`config.mk`:
```
export PLATFORM = sky130hd
export DESIGN_NAME = stage_sequencer
export DESIGN_NICKNAME = d
export VERILOG_FILES = /design/src/rtl/stage_seq_pkg.sv /design/src/rtl/ack_watchdog.sv /design/src/rtl/stage_sequencer.sv
export SDC_FILE = /design/constraint.sdc
export NUM_CORES = 1
export LEC_CHECK = 0
export ABC_AREA = 1
export CORE_ASPECT_RATIO = 1.5
export CORE_MARGIN = 1
export CORE_UTILIZATION = 40
export CTS_CLUSTER_DIAMETER = 200
export DETAILED_ROUTE_END_ITERATION = 10
export PLACE_DENSITY = 0.67
export RECOVER_POWER = 100
export SYNTH_ARGS = -nofsm -noshare
export SYNTH_HDL_FRONTEND = slang
export SYNTH_SLANG_ARGS = --single-unit
```
`constraint.sdc`:
```
create_clock -name clk -period 3.1 [get_ports clk]
set_input_delay 0.31 -clock clk [delete_from_list [all_inputs] [get_ports clk]]
set_output_delay 0.31 -clock clk [all_outputs]
set_load 0.005 [all_outputs]
```
`src/rtl/stage_seq_pkg.sv`:
```
// Shared definitions for the instruction stage sequencer: state encodings,
// default parameter values and a small state classification helper.
package stage_seq_pkg;

  localparam int unsigned DEF_CNT_W       = 32;
  localparam int unsigned DEF_ACK_TIMEOUT = 16;

  typedef enum logic [2:0] {
    ST_IDLE    = 3'b000,
    ST_FETCH   = 3'b001,
    ST_DECODE  = 3'b010,
    ST_EXECUTE = 3'b011,
    ST_MEMORY  = 3'b100,
    ST_WRITE   = 3'b101,
    ST_ERROR   = 3'b110,
    ST_HALT    = 3'b111
  } state_t;

  // States that count as active execution time for the cycle counter.
  function automatic logic is_active(input state_t s);
    return (s == ST_FETCH) || (s == ST_DECODE) || (s == ST_EXECUTE) ||
           (s == ST_MEMORY) || (s == ST_WRITE);
  endfunction

endpackage

```
`src/rtl/ack_watchdog.sv`:
```
// Counts cycles a memory request waits without acknowledge and flags a
// timeout on the last permitted cycle; an acknowledge on that cycle wins.
module ack_watchdog
  import stage_seq_pkg::*;
#(
  parameter int unsigned ACK_TIMEOUT = DEF_ACK_TIMEOUT
) (
  input  logic clk,
  input  logic rst,
  input  logic clear,
  input  logic wait_active,
  input  logic ack,
  output logic timeout
);

  localparam int unsigned CW = (ACK_TIMEOUT > 1) ? $clog2(ACK_TIMEOUT) : 1;
  localparam logic [CW-1:0] LIMIT = CW'(ACK_TIMEOUT - 1);
  localparam logic [CW-1:0] ONE   = CW'(1);

  logic [CW-1:0] r_cnt;
  logic          w_at_limit;

  assign w_at_limit = (r_cnt == LIMIT);
  assign timeout    = wait_active && !ack && w_at_limit;

  // Saturates at the limit; the sequencer leaves the wait state there anyway.
  always_ff @(posedge clk or posedge rst) begin
    if (rst) begin
      r_cnt <= '0;
    end else if (clear) begin
      r_cnt <= '0;
    end else if (wait_active && !ack && !w_at_limit) begin
      r_cnt <= r_cnt + ONE;
    end
  end

endmodule

```
`src/rtl/stage_sequencer.sv`:
```
// Multi-cycle instruction sequencer: steps FETCH..WRITE with memory
// handshakes, single-step control, halt handling and performance counters.
module stage_sequencer
  import stage_seq_pkg::*;
#(
  parameter int unsigned CNT_W       = DEF_CNT_W,
  parameter int unsigned ACK_TIMEOUT = DEF_ACK_TIMEOUT
) (
  input  logic             clk,
  input  logic             rst,
  input  logic             run_en,
  input  logic             step_mode,
  input  logic             step_req,
  output logic             imem_req,
  input  logic             imem_ack,
  output logic             dmem_req,
  input  logic             dmem_ack,
  input  logic             needs_mem,
  input  logic             reg_write_en,
  input  logic             halt_req,
  output logic             if_en,
  output logic             id_en,
  output logic             exe_en,
  output logic             mem_en,
  output logic             wb_en,
  output logic             pc_load,
  output logic [2:0]       state,
  output logic             halted,
  output logic             timeout_err,
  output logic [CNT_W-1:0] cycle_cnt,
  output logic [CNT_W-1:0] instret_cnt
);

  localparam logic [CNT_W-1:0] CNT_ONE = CNT_W'(1);

  state_t           r_state;
  logic [CNT_W-1:0] r_cycle_cnt;
  logic [CNT_W-1:0] r_instret_cnt;

  logic w_wait_active;
  logic w_ack;
  logic w_clear;
  logic w_timeout;

  assign w_wait_active = (r_state == ST_FETCH) || (r_state == ST_MEMORY);
  assign w_ack         = ((r_state == ST_FETCH)  && imem_ack) ||
                         ((r_state == ST_MEMORY) && dmem_ack);
  // Held clear outside the wait states, so every entry starts from zero.
  assign w_clear       = !w_wait_active;

  ack_watchdog #(
    .ACK_TIMEOUT(ACK_TIMEOUT)
  ) u_watchdog (
    .clk        (clk),
    .rst        (rst),
    .clear      (w_clear),
    .wait_active(w_wait_active),
    .ack        (w_ack),
    .timeout    (w_timeout)
  );

  always_ff @(posedge clk or posedge rst) begin
    if (rst) begin
      r_state <= ST_HALT;
    end else begin
      unique case (r_state)
        ST_HALT: begin
          if (run_en) r_state <= ST_IDLE;
        end
        ST_IDLE: begin
          if (run_en && (!step_mode || step_req)) r_state <= ST_FETCH;
        end
        ST_FETCH: begin
          if (imem_ack)       r_state <= ST_DECODE;
          else if (w_timeout) r_state <= ST_ERROR;
        end
        ST_DECODE: begin
          r_state <= halt_req ? ST_HALT : ST_EXECUTE;
        end
        ST_EXECUTE: begin
          r_state <= needs_mem ? ST_MEMORY : ST_WRITE;
        end
        ST_MEMORY: begin
          if (dmem_ack)       r_state <= ST_WRITE;
          else if (w_timeout) r_state <= ST_ERROR;
        end
        ST_WRITE: begin
          r_state <= (run_en && !step_mode) ? ST_FETCH : ST_IDLE;
        end
        ST_ERROR: begin
          r_state <= ST_ERROR;
        end
      endcase
    end
  end

  always_ff @(posedge clk or posedge rst) begin
    if (rst) begin
      r_cycle_cnt   <= '0;
      r_instret_cnt <= '0;
    end else begin
      if (is_active(r_state)) r_cycle_cnt <= r_cycle_cnt + CNT_ONE;
      if (r_state == ST_WRITE) r_instret_cnt <= r_instret_cnt + CNT_ONE;
    end
  end

  always_comb begin
    if_en       = 1'b0;
    id_en       = 1'b0;
    exe_en      = 1'b0;
    mem_en      = 1'b0;
    wb_en       = 1'b0;
    pc_load     = 1'b0;
    imem_req    = 1'b0;
    dmem_req    = 1'b0;
    timeout_err = 1'b0;
    unique case (r_state)
      ST_FETCH: begin
        if_en    = 1'b1;
        imem_req = 1'b1;
      end
      ST_DECODE:  id_en = 1'b1;
      ST_EXECUTE: exe_en = 1'b1;
      ST_MEMORY: begin
        mem_en   = 1'b1;
        dmem_req = 1'b1;
      end
      ST_WRITE: begin
        wb_en   = reg_write_en;
        pc_load = 1'b1;
      end
      ST_ERROR:   timeout_err = 1'b1;
      default: ;
    endcase
  end

  assign state       = r_state;
  assign halted      = (r_state == ST_HALT);
  assign cycle_cnt   = r_cycle_cnt;
  assign instret_cnt = r_instret_cnt;

endmodule

```
# After elaboration in Yosys (flattened, before gate mapping)
# Index checks and enable logic that the tools add are counted.
# classes
addsub	3
n_eq_ne	11
mux	18
n_reduce_logical	19
# ops
operator	count
$add 32x1->32 const B	2
$pmux 3 s8	1
$mux 3	6
$eq 3x3->1 const B	4
$mux 1	9
$mux 4	2
$logic_and 1x1->1	7
$logic_or 1x1->1	7
$eq 3x2->1 const B	2
$ne 2x2->1 const B	3
$add 4x1->4 const B	1
$eq 4x4->1 const B	1
$eq 3x1->1 const B	1
$logic_not 1->1	3
$logic_not 3->1	1
$reduce_and 2->1	1
# word_totals
register_bits	71
out_inout_bits	77
word_cells	55

# Longest topological paths before layout
# depth
word_depth	9
mapped_depth	10

# Cells and area by module
# From an unflattened synthesis, not the netlist that was laid out.
# unflattened
hier_cells	525
hier_area_um2	4061.4
# modules_own_cells
mod	instances	cells_each	area_each_um2	seq_area_each_um2
stage_sequencer	1	493	3819.9	1680.4
ack_watchdog	1	32	241.5	100.1

# Least setup slack after synthesis
# No wires, ideal clock.
# synth_path
kind	register -> register
startpoint	register r_state[0] (netlist: state[0])
endpoint	register r_instret_cnt[24] (netlist: instret_cnt[24])
setup_time_ns	0.117
t_arrival_ns	1.438
t_required_ns	2.983
slack_ns	1.545
path_stages_with_launch	10
path_buffers	2
period_less_slack_ns	1.555
path_cell_list	dfstp_2 -> buf_6 -> nand2_2 -> nor2_2 -> buf_6 -> nand2_2 -> nor2_4 -> nand3_1 -> nand2_1 -> nand2_1
# synth_between
elab_chain_len	1
# synth_rtl
element	line	text
from (decl)	stage_sequencer.sv:36	state_t r_state;
from (signal assigned)	stage_sequencer.sv:78	r_state <= halt_req ? ST_HALT : ST_EXECUTE;
from (signal assigned)	stage_sequencer.sv:81	r_state <= needs_mem ? ST_MEMORY : ST_WRITE;
from (signal assigned)	stage_sequencer.sv:88	r_state <= (run_en && !step_mode) ? ST_FETCH : ST_IDLE;
$eq 3x3->1	stage_sequencer.sv:103	if (r_state == ST_WRITE) r_instret_cnt <= r_instret_cnt + CNT_ONE;
to (signal assigned)	stage_sequencer.sv:103	
to (decl)	stage_sequencer.sv:38	logic [CNT_W-1:0] r_instret_cnt;
# No other way between the ends.
# A chain may end at the register's enable or synchronous reset.

# Worst setup path in the final report
# layout_path
startpoint	register r_state[0] (netlist: state[0])
endpoint	output port wb_en
# layout_between
elab_chain_len	2
# layout_rtl
element	line	text
$eq 3x3->1	stage_sequencer.sv:117	unique case (r_state)
$mux 1	stage_sequencer.sv:117	
to (decl)	stage_sequencer.sv:25	output logic wb_en,
# No other way between the ends.

==> impl_metrics.json <==
{
  "postPlaceCellArea_um2": 4970,
  "hold_slack_ns": 0.506,
  "arrival_time_at_the_worst_endpoint_ns": 2.11,
  "final.min_clock_period_ns": 2.42,
  "critPathRequiredTime_ns": 2.79,
  "cts_tree": "done",
  "final_antenna_net_count": 0,
  "ys.flop_type": "dfrtp_1",
  "initial_utilization": 0.412,
  "yosysMostFrequentCell": "nand2_1",
  "port-buffer-count": 86,
  "top_level_ports": 87,
  "die-area_um2": 10400,
  "reg_to_reg_slack_setup_ns": 0.88,
  "final_layout_size_suffix_gt1_frac": 0.0436,
  "max_slew.worst_pin.slew_ns": 1.23,
  "syn-num-nets": 513,
  "worst_hold_path_type": "reg2reg",
  "crit_path_max_fanout": 12,
  "route.detailed.drc": 0,
  "grt_max_degree": 43,
  "clk_lat_worst_skew_ns": 0.33,
  "cts.path.max_buffers": 2,
  "final.period_utilization": 0.781,
  "place_hpwl_um": 7410,
  "vias_per_cell": 5.07,
  "yosysTopAreaCell": "dfrtp_1",
  "detail_route.iter0.violations": 171,
  "placementRows": 44,
  "final_area_um2": 5150,
  "share_comb_of_total_power": 0.266,
  "n_antenna_cell": 0,
  "netlist-cell-type-count": 31,
  "number_of_enable_type_register_cells_in_the_synthesized_netlist": 0,
  "fillerInstances": 917,
  "setup_repair_after_global_routing_missed_its_margin": "no",
  "finalSetupViolations": 0,
  "run_status": "completed",
  "cts.hold.buffers_added": 0,
  "ir_worst_vdd_v": 0.000485,
  "numCtsBuffers": 9,
  "power.sequential.fraction": 0.399,
  "switching_power_uw": 968,
  "pwr_density_cell_nw_per_um2": 574,
  "final-instance-count-excl-fill": 711,
  "fin_tns_setup_ns": 0,
  "postSynthRegisterBits": 71,
  "cts_setup_buffers": 0,
  "cts.repair.resized": 0,
  "internal_power_uw": 1990,
  "synth_warn": 0,
  "core_area_um2": 9690,
  "sw_frac_of_total": 0.327,
  "vias": 3604,
  "clkPwrFrac": 0.334,
  "timing_hold_violations_final": 0,
  "cap_violations": 0,
  "mappedNetlistArea_um2": 4000,
  "p_leak_uw": 0.00258,
  "cts.reportedPaths.clkPinSlew_ns": 0.06,
  "slew_headroom": 0.182,
  "endpoint_kind": "primary output",
  "critical_path.startpoint_type": "register",
  "synth-async-reset-ratio": 1.00,
  "wire_length_of_the_first_global_routing_pass_um": 17000,
  "ys_seq_area_frac": 0.446,
  "grt_overflow": 0,
  "post_synth.cell_area_avg_um2": 7.99,
  "mapped_cells": 500,
  "post-place-cells": 697,
  "finish.net_count": 606,
  "timing.clock.skew_ns": 0.00546,
  "layout.core_utilization": 0.532,
  "fmax_ghz": 0.413,
  "slew_violations": 0,
  "cts.htree.levels": 3,
  "yosys-top-cells-area": "dfrtp_1 (43%), nand2_1 (14%), nor2_1 (6.3%)",
  "routed_wl_um": 9980,
  "grt_util_all_layers": 0.205,
  "synth.top_cell.area_share": 0.426,
  "layout-area-overhead-vs-synth_pct": 28.9,
  "avgRoutedWirePerCell_um": 14.0,
  "cts_root_buf": "clkbuf_16",
  "dr.pass1.iters": 4,
  "synth_commonest_cells": "nand2_1 (147), dfrtp_1 (68), nor2_1 (67)",
  "grt_pass1_vias": 3652,
  "die_h_um": 124,
  "antenna_found_initial": 0,
  "die_width_um": 83.6,
  "finalWeightedCongestion": 0.881,
  "clkSinkCount": 71,
  "criticalPathCategory": "reg2out"
}
==> logic make-up (layout without fill, tap and decap cells) <==
| kind of cell | Yosys count | after routing | share of synthesized area |
|---|---|---|---|
| adder cells (fa/ha/maj) | 3 | 3 | 0.00939 |
| buffers and inverters | 58 | 154 | 0.0639 |
| flip-flops | 71 | 71 | 0.446 |
| AND/OR/NAND/NOR | 312 | 312 | 0.366 |
| XOR/XNOR | 46 | 46 | 0.101 |
| AO/OA/AOI/OAI | 10 | 10 | 0.0144 |
==> final timing paths <==
path	endpoint	cells past startpoint	start
worst max-delay path	wb_en	6	state[0]$_DFFE_PP1P_
max in group asynchronous	state[2]$_DFFE_PP1P_	3	rst
worst min register to register	instret_cnt[28]$_DFFE_PP0P_	2	instret_cnt[28]$_DFFE_PP0P_
min in group asynchronous	instret_cnt[15]$_DFFE_PP0P_	2	rst
worst max register to register	instret_cnt[21]$_DFFE_PP0P_	7	state[0]$_DFFE_PP1P_
worst min-delay path	instret_cnt[28]$_DFFE_PP0P_	2	instret_cnt[28]$_DFFE_PP0P_
==> metrics by stage <==
stage / setup WS (ns) / total power, uW
after detailed placement: 1.12 / 2110
after global placement: 1.16 / 2090
after global routing: 0.556 / 3130
final: 0.679 / 2960
after CTS: 0.758 / 3110
after floorplan: 0.998 / 1770
==> power by group through the flow <==
stage          logic (uW)  clock network, uW  registers (uW)
2_1_floorplan         589                  0            1180
3_3_place_gp          883                  0            1200
3_5_place_dp          901                  0            1210
4_1_cts               906               1010            1200
5_1_grt               881               1050            1200
6_report              787                988            1180
==> layer usage <==
metal	GRT usage	routed length, um	up-vias
li1	-	-	1765
met1	0.230	4070	1688
met2	0.361	5080	123
met3	0.0431	490	28
met4	0.104	348	0
met5	0	0	-
==> state kept, by name (all words and copies together), names as in the netlist <==
register	flops
instret_cnt	32
cycle_cnt	32
state	3
u_watchdog.r_cnt	4
==> worst max-delay path: stages (launching register included) <==
cell and delay [ns]:
dfstp_1 0.68, nand2_2 0.09, nor2_2 0.08, buf_4 0.19
inv_1 0.09, nor2_1 0.08, dlygate4sd3_1 0.57
==> layout make-up <==
type,instances,area (um2),area share
multi-input cells,371,1860,0.361
flip-flops and latches,71,1780,0.346
repair buffers,88,888,0.172
clock buffers,14,284,0.0552
inverters,52,195,0.0379
well taps,115,144,0.0279
==> cell usage in the layout (no fill, tap or decap), drive strengths merged <==
cell	count
clkbuf	14
nand4	22
ha	3
o2111ai	1
clkdlybuf4s50	9
dfstp	3
nand3b	7
a21oi	1
dlygate4sd3	77
o21ai	6
xnor2	23
dfrtp	68
xor2	23
nand2	155
and3	1
buf	2
a21o	1
a31oi	1
inv	52
nor2	78
nor3	12
nand3	37
Note: power is estimated with default switching activity, not from simulation.
